### config.mk
export PLATFORM = sky130hd
export DESIGN_NAME = motion_encoder_flat
export DESIGN_NICKNAME = d
export VERILOG_FILES = /design/src/rtl/motion_encoder_if.sv /design/src/rtl/motion_encoder.sv /design/src/flat_wrapper.sv
export SDC_FILE = /design/constraint.sdc
export NUM_CORES = 1
export LEC_CHECK = 0
export CORE_MARGIN = 5
export CORE_UTILIZATION = 40
export CTS_CLUSTER_DIAMETER = 30
export DETAILED_ROUTE_END_ITERATION = 12
export HOLD_SLACK_MARGIN = 0.03
export PLACE_DENSITY_LB_ADDON = 0.1
export SLEW_MARGIN = 40
export SYNTH_ARGS = -nofsm -noshare
export SYNTH_HDL_FRONTEND = slang
export SYNTH_SLANG_ARGS = --single-unit
### constraint.sdc
create_clock -name frame_clk -period 4.8 [get_ports frame_clk]
set_input_delay 0.72 -clock frame_clk [delete_from_list [all_inputs] [get_ports frame_clk]]
set_output_delay 0.72 -clock frame_clk [all_outputs]
set_load 0.03 [all_outputs]
### src/rtl/motion_encoder_if.sv
`default_nettype none
// ============================================================================
//  Module   : motion_encoder_if
//  Brief    : Key-state input and registered motion-word output bundle.
//  Revision : 1.0  initial release
// ============================================================================
interface motion_encoder_if;
    logic        enable;
    logic [31:0] keys;
    logic [15:0] keycode;
    logic        select_pulse;
    logic        moving;

    modport master (output enable, keys, input keycode, select_pulse, moving);
    modport slave  (input enable, keys, output keycode, select_pulse, moving);
endinterface
`default_nettype wire

### src/rtl/motion_encoder.sv
`default_nettype none
// ============================================================================
//  Module   : motion_encoder
//  Brief    : HID key slots to per-frame X/Y step with hold-then-ramp speed.
//  Revision : 1.0  initial release
// ============================================================================
module motion_encoder #(
    parameter int START_SPEED = 1,
    parameter int HOLD_FRAMES = 8,
    parameter int RAMP_PERIOD = 4,
    parameter int MAX_SPEED   = 8
) (
    input  logic             frame_clk,
    input  logic             Reset,
    motion_encoder_if.slave  bus
);

    localparam int c_CNT_MAX = (HOLD_FRAMES > RAMP_PERIOD) ? HOLD_FRAMES : RAMP_PERIOD;
    localparam int c_CNT_W   = $clog2(c_CNT_MAX + 1);
    localparam logic [c_CNT_W-1:0] c_HOLD  = c_CNT_W'(HOLD_FRAMES);
    localparam logic [c_CNT_W-1:0] c_RAMP  = c_CNT_W'(RAMP_PERIOD);
    localparam logic [c_CNT_W-1:0] c_ONE   = c_CNT_W'(1);
    localparam logic [6:0]         c_START = 7'(START_SPEED);
    localparam logic [6:0]         c_MAX   = 7'(MAX_SPEED);

    typedef enum logic [1:0] {
        S_IDLE = 2'd0,
        S_HOLD = 2'd1,
        S_RAMP = 2'd2
    } axis_state_t;

    function automatic logic key_held(input logic [31:0] k, input logic [7:0] code);
        logic hit;
        hit = 1'b0;
        for (int i = 0; i < 4; i++) begin
            if (k[8*i +: 8] == code) hit = 1'b1;
        end
        return hit;
    endfunction

    logic        w_enable;
    logic [31:0] w_keys;
    logic [1:0]  w_dir_pos;
    logic [1:0]  w_dir_neg;
    logic        w_sel;
    logic [15:0] w_keycode_nxt;

    logic [15:0] r_keycode;
    logic        r_moving;
    logic        r_select;
    logic        r_sel_prev;

    assign w_enable = bus.enable;
    assign w_keys   = bus.keys;

    // Index 0 is the X axis (Right positive), index 1 the Y axis (Down positive).
    always_comb begin
        w_dir_pos[0] = key_held(w_keys, 8'h07) | key_held(w_keys, 8'h4F);
        w_dir_neg[0] = key_held(w_keys, 8'h04) | key_held(w_keys, 8'h50);
        w_dir_pos[1] = key_held(w_keys, 8'h16) | key_held(w_keys, 8'h51);
        w_dir_neg[1] = key_held(w_keys, 8'h1A) | key_held(w_keys, 8'h52);
        w_sel        = key_held(w_keys, 8'h2C) | key_held(w_keys, 8'h28);
    end

    generate
        for (genvar a = 0; a < 2; a++) begin : g_axis
            axis_state_t         r_state, w_state_nxt;
            logic [6:0]          r_speed, w_speed_nxt, w_speed_inc;
            logic [c_CNT_W-1:0]  r_cnt, w_cnt_nxt;
            logic                r_neg, w_neg_nxt;
            logic                w_active;

            always_ff @(posedge frame_clk or posedge Reset) begin
                if (Reset) begin
                    r_state <= S_IDLE;
                    r_speed <= '0;
                    r_cnt   <= '0;
                    r_neg   <= 1'b0;
                end else begin
                    r_state <= w_state_nxt;
                    r_speed <= w_speed_nxt;
                    r_cnt   <= w_cnt_nxt;
                    r_neg   <= w_neg_nxt;
                end
            end

            always_comb begin
                w_active    = w_dir_pos[a] ^ w_dir_neg[a];
                w_speed_inc = (r_speed >= c_MAX) ? c_MAX : r_speed + 7'd1;
                w_state_nxt = S_IDLE;
                w_speed_nxt = '0;
                w_cnt_nxt   = '0;
                w_neg_nxt   = 1'b0;
                if (w_enable && w_active) begin
                    w_neg_nxt = w_dir_neg[a];
                    // A fresh press or a reversal both restart the hold window.
                    if (r_state == S_IDLE || w_dir_neg[a] != r_neg) begin
                        w_state_nxt = S_HOLD;
                        w_speed_nxt = c_START;
                        w_cnt_nxt   = c_ONE;
                    end else if (r_state == S_HOLD) begin
                        if (r_cnt == c_HOLD) begin
                            w_state_nxt = S_RAMP;
                            w_speed_nxt = w_speed_inc;
                            w_cnt_nxt   = c_ONE;
                        end else begin
                            w_state_nxt = S_HOLD;
                            w_speed_nxt = r_speed;
                            w_cnt_nxt   = r_cnt + c_ONE;
                        end
                    end else begin
                        w_state_nxt = S_RAMP;
                        if (r_cnt == c_RAMP) begin
                            w_speed_nxt = w_speed_inc;
                            w_cnt_nxt   = c_ONE;
                        end else begin
                            w_speed_nxt = r_speed;
                            w_cnt_nxt   = r_cnt + c_ONE;
                        end
                    end
                end
            end

            assign w_keycode_nxt[8*a +: 8] = (w_state_nxt == S_IDLE) ? 8'h00 :
                                             w_neg_nxt ? 8'(~{1'b0, w_speed_nxt} + 8'd1) :
                                                         {1'b0, w_speed_nxt};
        end
    endgenerate

    // Select history keeps tracking while disabled so a held key never pulses on enable.
    always_ff @(posedge frame_clk or posedge Reset) begin
        if (Reset) begin
            r_keycode  <= '0;
            r_moving   <= 1'b0;
            r_select   <= 1'b0;
            r_sel_prev <= 1'b0;
        end else begin
            r_keycode  <= w_keycode_nxt;
            r_moving   <= |w_keycode_nxt;
            r_select   <= w_enable & w_sel & ~r_sel_prev;
            r_sel_prev <= w_sel;
        end
    end

    assign bus.keycode      = r_keycode;
    assign bus.moving       = r_moving;
    assign bus.select_pulse = r_select;

endmodule
`default_nettype wire

### src/flat_wrapper.sv
// flat-port wrapper written by rule: the top's interface ports become plain ports
module motion_encoder_flat 
#(
    parameter int START_SPEED = 1,
    parameter int HOLD_FRAMES = 8,
    parameter int RAMP_PERIOD = 4,
    parameter int MAX_SPEED   = 8
)
  (frame_clk, Reset, bus_enable, bus_keys, bus_keycode, bus_select_pulse, bus_moving);
  motion_encoder_if bus_i ();
  input  logic frame_clk;
  input  logic Reset;
  input wire logic [$bits(bus_i.enable)-1:0] bus_enable;
  input wire logic [$bits(bus_i.keys)-1:0] bus_keys;
  output wire logic [$bits(bus_i.keycode)-1:0] bus_keycode;
  output wire logic [$bits(bus_i.select_pulse)-1:0] bus_select_pulse;
  output wire logic [$bits(bus_i.moving)-1:0] bus_moving;
  assign bus_i.enable = bus_enable;
  assign bus_i.keys = bus_keys;
  assign bus_keycode = bus_i.keycode;
  assign bus_select_pulse = bus_i.select_pulse;
  assign bus_moving = bus_i.moving;
  motion_encoder #(.START_SPEED(START_SPEED), .HOLD_FRAMES(HOLD_FRAMES), .RAMP_PERIOD(RAMP_PERIOD), .MAX_SPEED(MAX_SPEED)) u_core (.frame_clk(frame_clk), .Reset(Reset), .bus(bus_i));
endmodule
Yosys cells after proc, flatten, opt, wreduce, memory -nomap -nowiden

Cells that the tools add are included.

Register bits: 47
Output and inout port bits: 18
Word-level logic and storage cells: 165
Bits of input ports: 35

Reductions and logical operators: 9
Bitwise operators: 12
Equal/unequal tests: 48
$lt $le $gt $ge: 2
Muxes and demuxes: 76
$add $sub $neg: 6

Operators by type and width:

| cell                                                                   | count |
|---|---|
| 8-bit by 7-bit == test with 1-bit output (second input constant)       | 16 |
| 7-bit two-way mux                                                      | 12 |
| 8-bit by 3-bit == test with 1-bit output (second input constant)       | 8 |
| 8-bit by 5-bit == test with 1-bit output (second input constant)       | 8 |
| 8-bit by 6-bit == test with 1-bit output (second input constant)       | 8 |
| 1-bit two-way mux                                                      | 42 |
| 4-bit two-way mux                                                      | 10 |
| 8-bit two-way mux                                                      | 4 |
| 8-bit by 1-bit adder with 8-bit output (second input constant)         | 2 |
| 2-bit two-way mux                                                      | 8 |
| 7-bit inverter with 8-bit output                                       | 2 |
| 16-bit OR reduction                                                    | 1 |
| 7-bit by 1-bit adder with 7-bit output (second input constant)         | 2 |
| 7-bit by 4-bit >= comparator with 1-bit output (second input constant) | 2 |
| 4-bit by 1-bit adder with 4-bit output (second input constant)         | 2 |
| 4-bit by 3-bit == test with 1-bit output (second input constant)       | 2 |
| 4-bit == test (second input constant)                                  | 2 |
| 2-bit zero test                                                        | 4 |
| 1-bit bitwise OR                                                       | 5 |
| 2-bit by 1-bit == test with 1-bit output (second input constant)       | 2 |
| 1-bit bitwise AND                                                      | 2 |
| 1-bit logical AND                                                      | 2 |
| 1-bit logical OR                                                       | 2 |
| 1-bit != test                                                          | 2 |
| other kinds (2)                                                        | 3 |

Logic depth before layout (Yosys ltp)

Depth in word-level cells: 15
Depth in mapped cells: 15
Gate-level depth less buffers: 15

Worst setup path before layout

No wires, ideal clock.

Path kind: in2reg
From: in bus_keys[1]
To: reg u_core.r_moving (netlist: u_core.bus.moving)
Stages: 15
Arrival time: 3.346 ns
Setup time: 0.138 ns
Setup slack: 1.316 ns
Buffers on the path: 0
Path through: nor4b_1 -> nand3_1 -> a21boi_0 -> nor3_2 -> or2_2 -> a21o_1 -> a21oi_1 -> inv_1 -> ha_1 -> nand4_1 -> a41oi_1 -> o21bai_1 -> a22o_1 -> nor4_1 -> nand4_1

Cells in the longest elaborated chain, start to end: 15
Elaborated cells on any way between the ends: 73
Classes of those cells: add/sub: 2; eq/ne: 10; mux: 46; bitwise: 8; reduce/logical: 7

RTL lines:

| what                                                                                                        | line                  | text |
|---|---|---|
| from (decl)                                                                                                 | flat_wrapper.sv:14    | `input wire logic [$bits(bus_i.keys)-1:0] bus_keys;` |
| 8-bit by 5-bit == test with 1-bit output / 8-bit by 7-bit == test with 1-bit output (equally long branches) | motion_encoder.sv:36  | `if (k[8*i +: 8] == code) hit = 1'b1;` |
| 1-bit two-way mux (4 in a row)                                                                              | motion_encoder.sv:36  |  |
| 1-bit bitwise OR                                                                                            | motion_encoder.sv:61  | `w_dir_neg[1] = key_held(w_keys, 8'h1A) \| key_held(w_keys, 8'h52);` |
| 1-bit != test                                                                                               | motion_encoder.sv:97  | `if (r_state == S_IDLE \|\| w_dir_neg[a] != r_neg) begin` |
| 1-bit logical OR                                                                                            | motion_encoder.sv:97  |  |
| 7-bit two-way mux                                                                                           | motion_encoder.sv:97  |  |
| 7-bit two-way mux (*)                                                                                       | motion_encoder.sv:94  | `if (w_enable && w_active) begin` |
| net u_core.g_axis[1].w_speed_nxt[0]                                                                         | motion_encoder.sv:68  | `logic [6:0] r_speed, w_speed_nxt, w_speed_inc;` |
| 7-bit inverter with 8-bit output (*)                                                                        | motion_encoder.sv:125 | `w_neg_nxt ? 8'(~{1'b0, w_speed_nxt} + 8'd1) :` |
| 8-bit by 1-bit adder with 8-bit output (*)                                                                  | motion_encoder.sv:125 |  |
| 8-bit two-way mux (*)                                                                                       | motion_encoder.sv:125 |  |
| 8-bit two-way mux (*)                                                                                       | motion_encoder.sv:124 | `assign w_keycode_nxt[8*a +: 8] = (w_state_nxt == S_IDLE) ? 8'h00 :` |
| net u_core.w_keycode_nxt[12]                                                                                | motion_encoder.sv:46  | `logic [15:0] w_keycode_nxt;` |
| 16-bit OR reduction (*)                                                                                     | motion_encoder.sv:139 | `r_moving <= \|w_keycode_nxt;` |
| to (signal assigned)                                                                                        | motion_encoder.sv:139 |  |
| to (decl)                                                                                                   | motion_encoder.sv:49  | `logic r_moving;` |

Mark *: on every way through the listed nets, which the timed path passes. The rest lies on a longest branch.

Final worst setup path

Ends and elaborated chain as after synthesis.

==> out/metrics.cfg <==
[yosys]
synth_top_area_share = 0.373
yosysWarningCount = 0
synthesis.area_per_instance_sq_um = 9.41
synth.cell_area_sq_um = 3150
synth-edff-count = 0
post_synth_main_area_contributors = sky130_fd_sc_hd__dfrtp_1 (37%), sky130_fd_sc_hd__ha_1 (4.0%), sky130_fd_sc_hd__nor2_1 (3.3%)
synthesis.instances = 335
seq_area_frac_synth = 0.373
synth_flop_cell = sky130_fd_sc_hd__dfrtp_1
synth_cell_types = 71
synth_fp_nets = 380
synthArstFlopShare = 1.00
synth_seq_cells = 47
yosysTopAreaCell = sky130_fd_sc_hd__dfrtp_1

[worst_setup_path]
crit-reg2reg-capture = u_core.bus.moving$_DFF_PP0_
worst_r2r_startpoint = u_core.g_axis[0].r_state[1]$_DFF_PP0_
cp_num_buf_inv = 2
timing.critical_path.mode_cell = sky130_fd_sc_hd__nand4_1
max_stage_delay_ns = 0.48
critical_path_arrival_ns = 4.40
critPathRequiredTime_ns = 4.98
cell_family_with_the_largest_share_of_critical_path_delay = compound AO/OA/AOI/OAI gates
critPathMaxFanout = 7
crit_type = in -> reg
timing.critical_path.cells = clkdlybuf4s50_1 -> nor4b_1 -> nand3_1 -> a21boi_0 -> nor3_2 -> or2_2 -> a21o_1 -> a21oi_1 -> inv_1 -> ha_1 -> nand4_1 -> a41oi_1 -> o21bai_1 -> a22o_1 -> nor4_1 -> nand4_1
r2r.worst_path.cells = 14
endpoint_kind = flop
startpoint_type = primary input
critical_path.slowest_cell = sky130_fd_sc_hd__clkdlybuf4s50_1
reg2reg_slack_ns = 1.43

[final_layout]
syn2layout_area_growth_pct = 23.8
final_cell_area_sq_um = 3900
most-common-layout-cells = sky130_fd_sc_hd__clkdlybuf4s50_1 (52), sky130_fd_sc_hd__dfrtp_1 (47), sky130_fd_sc_hd__nor2_1 (28)
fin_nets = 436
final_cell_count_no_fill = 494
layout-drive-gt1-share = 0.115
layout.cells.most_common = sky130_fd_sc_hd__clkdlybuf4s50_1
diodes = 0

[timing]
setup_viol = 0
timing.final.crit_period_ns = 4.21
timing.final.hold_violations = 0
final_min_period_over_clock_period = 0.878
tns_ns = 0
tightestPinTransition_ns = 0.577
post-route-worst-setup-slack_ns = 0.587
final_max_slew_viol_count = 0
max_clock_freq_ghz = 0.237
fin_worst_skew_ns = 0.0110
worst_slew_margin_rel = 0.616
grt_setup_unrepaired = false

[clock_network]
cts_repair_resize_count = 0
htreeDepth = 2
clk-insertion-delay-late_ns = 0.31
post_cts.repair.setup_buffers = 0
cts_buffer_depth = 2
cts_buffers = 5
cts.reportedPaths.clkPinSlew_ns = 0.09
root_buffer = sky130_fd_sc_hd__clkbuf_8
cts_tree = built
cts_hold_repair.buffers = 0
cts_num_sinks = 47

[detailed_routing]
drt-initial-drc-count = 107
final_antenna_net_count = 0
detail_route.vias_per_cell = 5.53
detail_route.drc_violations = 0
detail_route.wirelength_mm = 7.55
dr_total_vias = 2731
routedWlPerCell_um = 15.3
drtPass1Iterations = 5

[flow_run]
max_cap_violations = 0

[hold_path]
timing.hold.worst.class = reg -> reg
hold_end = u_core.bus.select_pulse$_DFF_PP0_
min_from = u_core.r_sel_prev$_DFF_PP0_
holdPathStages = 1

[pwr]
power.switching_mw = 0.200
post-layout-total-power_mw = 0.801
cell_internal_pwr_mw = 0.601
power-per-cell-area_nw_per_um2 = 205
worst_ir_drop_vdd_mv = 0.0884
p_clk_frac = 0.380
power.static_leakage_nw = 1.71
p_sw_frac = 0.250
seqPwrFrac = 0.501
p_comb_frac = 0.119

[place]
dp.final_hpwl_mm = 5.90
io_buffer_count = 52
numPlacedInstances = 486
placement.setup.worst_slack_ns = 0.292
placement.cell_area_sq_um = 3790
gp_routability_congestion = 0.892

[floorplan]
die-height_um = 98.8
fp.dieW_um = 98.8
die_area_sq_um = 9750
floorplan.initialDensity = 0.410
core-area_sq_um = 7690
design.portCount = 53
std_cell_rows = 32

[global_route]
global_route_wire_length_before_repair_mm = 12.8
gr-total-overflow = 0
grt_max_degree = 48
grt.total_usage = 0.159
first_global_vias = 2673
antenna_found_initial = 0

[run_status]
status = complete, no violations

## how the worst max path moves through the flow
stage	slack, ns	depth (start not counted)	start	to
final	0.59	16	bus_keys[1]	u_core.bus.moving$_DFF_PP0_
after global routing	0.29	16	bus_keys[29]	u_core.bus.moving$_DFF_PP0_
after CTS	0.62	16	bus_keys[29]	u_core.bus.moving$_DFF_PP0_
after detailed placement	0.29	16	bus_keys[1]	u_core.bus.moving$_DFF_PP0_
after global placement	0.27	16	bus_keys[1]	u_core.bus.moving$_DFF_PP0_
after floorplan	1.32	15	bus_keys[1]	u_core.bus.moving$_DFF_PP0_
## kinds of logic (layout without fill, tap and decap cells)
| logic type | count (synthesis) | after routing | share of synthesized area |
|---|---|---|---|
| adders and majority gates | 10 | 10 | 0.0397 |
| xor gates and xnor gates | 18 | 18 | 0.0500 |
| buffers and inverters | 28 | 85 | 0.0357 |
| muxes | 5 | 5 | 0.0171 |
| DFF | 47 | 47 | 0.373 |
| and+or+nand+nor | 164 | 164 | 0.334 |
| AOI/OAI and AO/OA | 63 | 63 | 0.150 |
## layout make-up
type	count	area, sq um
fill	722	3780
multi-input combinational	260	1860
sequential	47	1180
timing repair buffer	53	528
tap	102	128
inverter	24	92.6
clock buffer	5	68.8
clock inverter	3	46.3
## Yosys cell counts (8+ instances only)
library cell and count:
sky130_fd_sc_hd__nor2b_1 8, sky130_fd_sc_hd__nand4_1 8, sky130_fd_sc_hd__nand4b_1 9, sky130_fd_sc_hd__inv_1 24, sky130_fd_sc_hd__xor2_1 9, sky130_fd_sc_hd__a21oi_1 11
sky130_fd_sc_hd__nor2_1 28, sky130_fd_sc_hd__xnor2_1 9, sky130_fd_sc_hd__dfrtp_1 47, sky130_fd_sc_hd__ha_1 10, sky130_fd_sc_hd__nand2_1 25, sky130_fd_sc_hd__nand3_1 19
## metal layers
metal / wire, um / global-route usage
met2: 3560 / 0.255
met3: 317 / 0.0226
met5: 0 / 0
met4: 83 / 0.0410
met1: 3590 / 0.226
## through the flow
stage                     hold slack (ns)   util
after global routing                0.440  0.508
after floorplan                     0.382      -
after CTS                           0.411  0.508
final                               0.404  0.508
after detailed placement            0.398  0.493
after global placement              0.388  0.492
## registers in the layout, summed over array words and instances (netlist names)
signal	count
u_core.bus.moving	1
u_core.g_axis.r_neg	2
u_core.bus.select_pulse	1
u_core.bus.keycode	16
u_core.r_sel_prev	1
u_core.g_axis.r_state	4
u_core.g_axis.r_speed	14
u_core.g_axis.r_cnt	8
## power by group through the flow
stage	logic, mW	clock network, mW	registers (mW)
global route	0.105	0.326	0.402
global placement	0.0946	0	0.409
CTS	0.0958	0.312	0.401
detailed placement	0.0954	0	0.409
finish	0.0954	0.305	0.401
floorplan	0.0392	0	0.412
(Power assumes the default switching activity.)
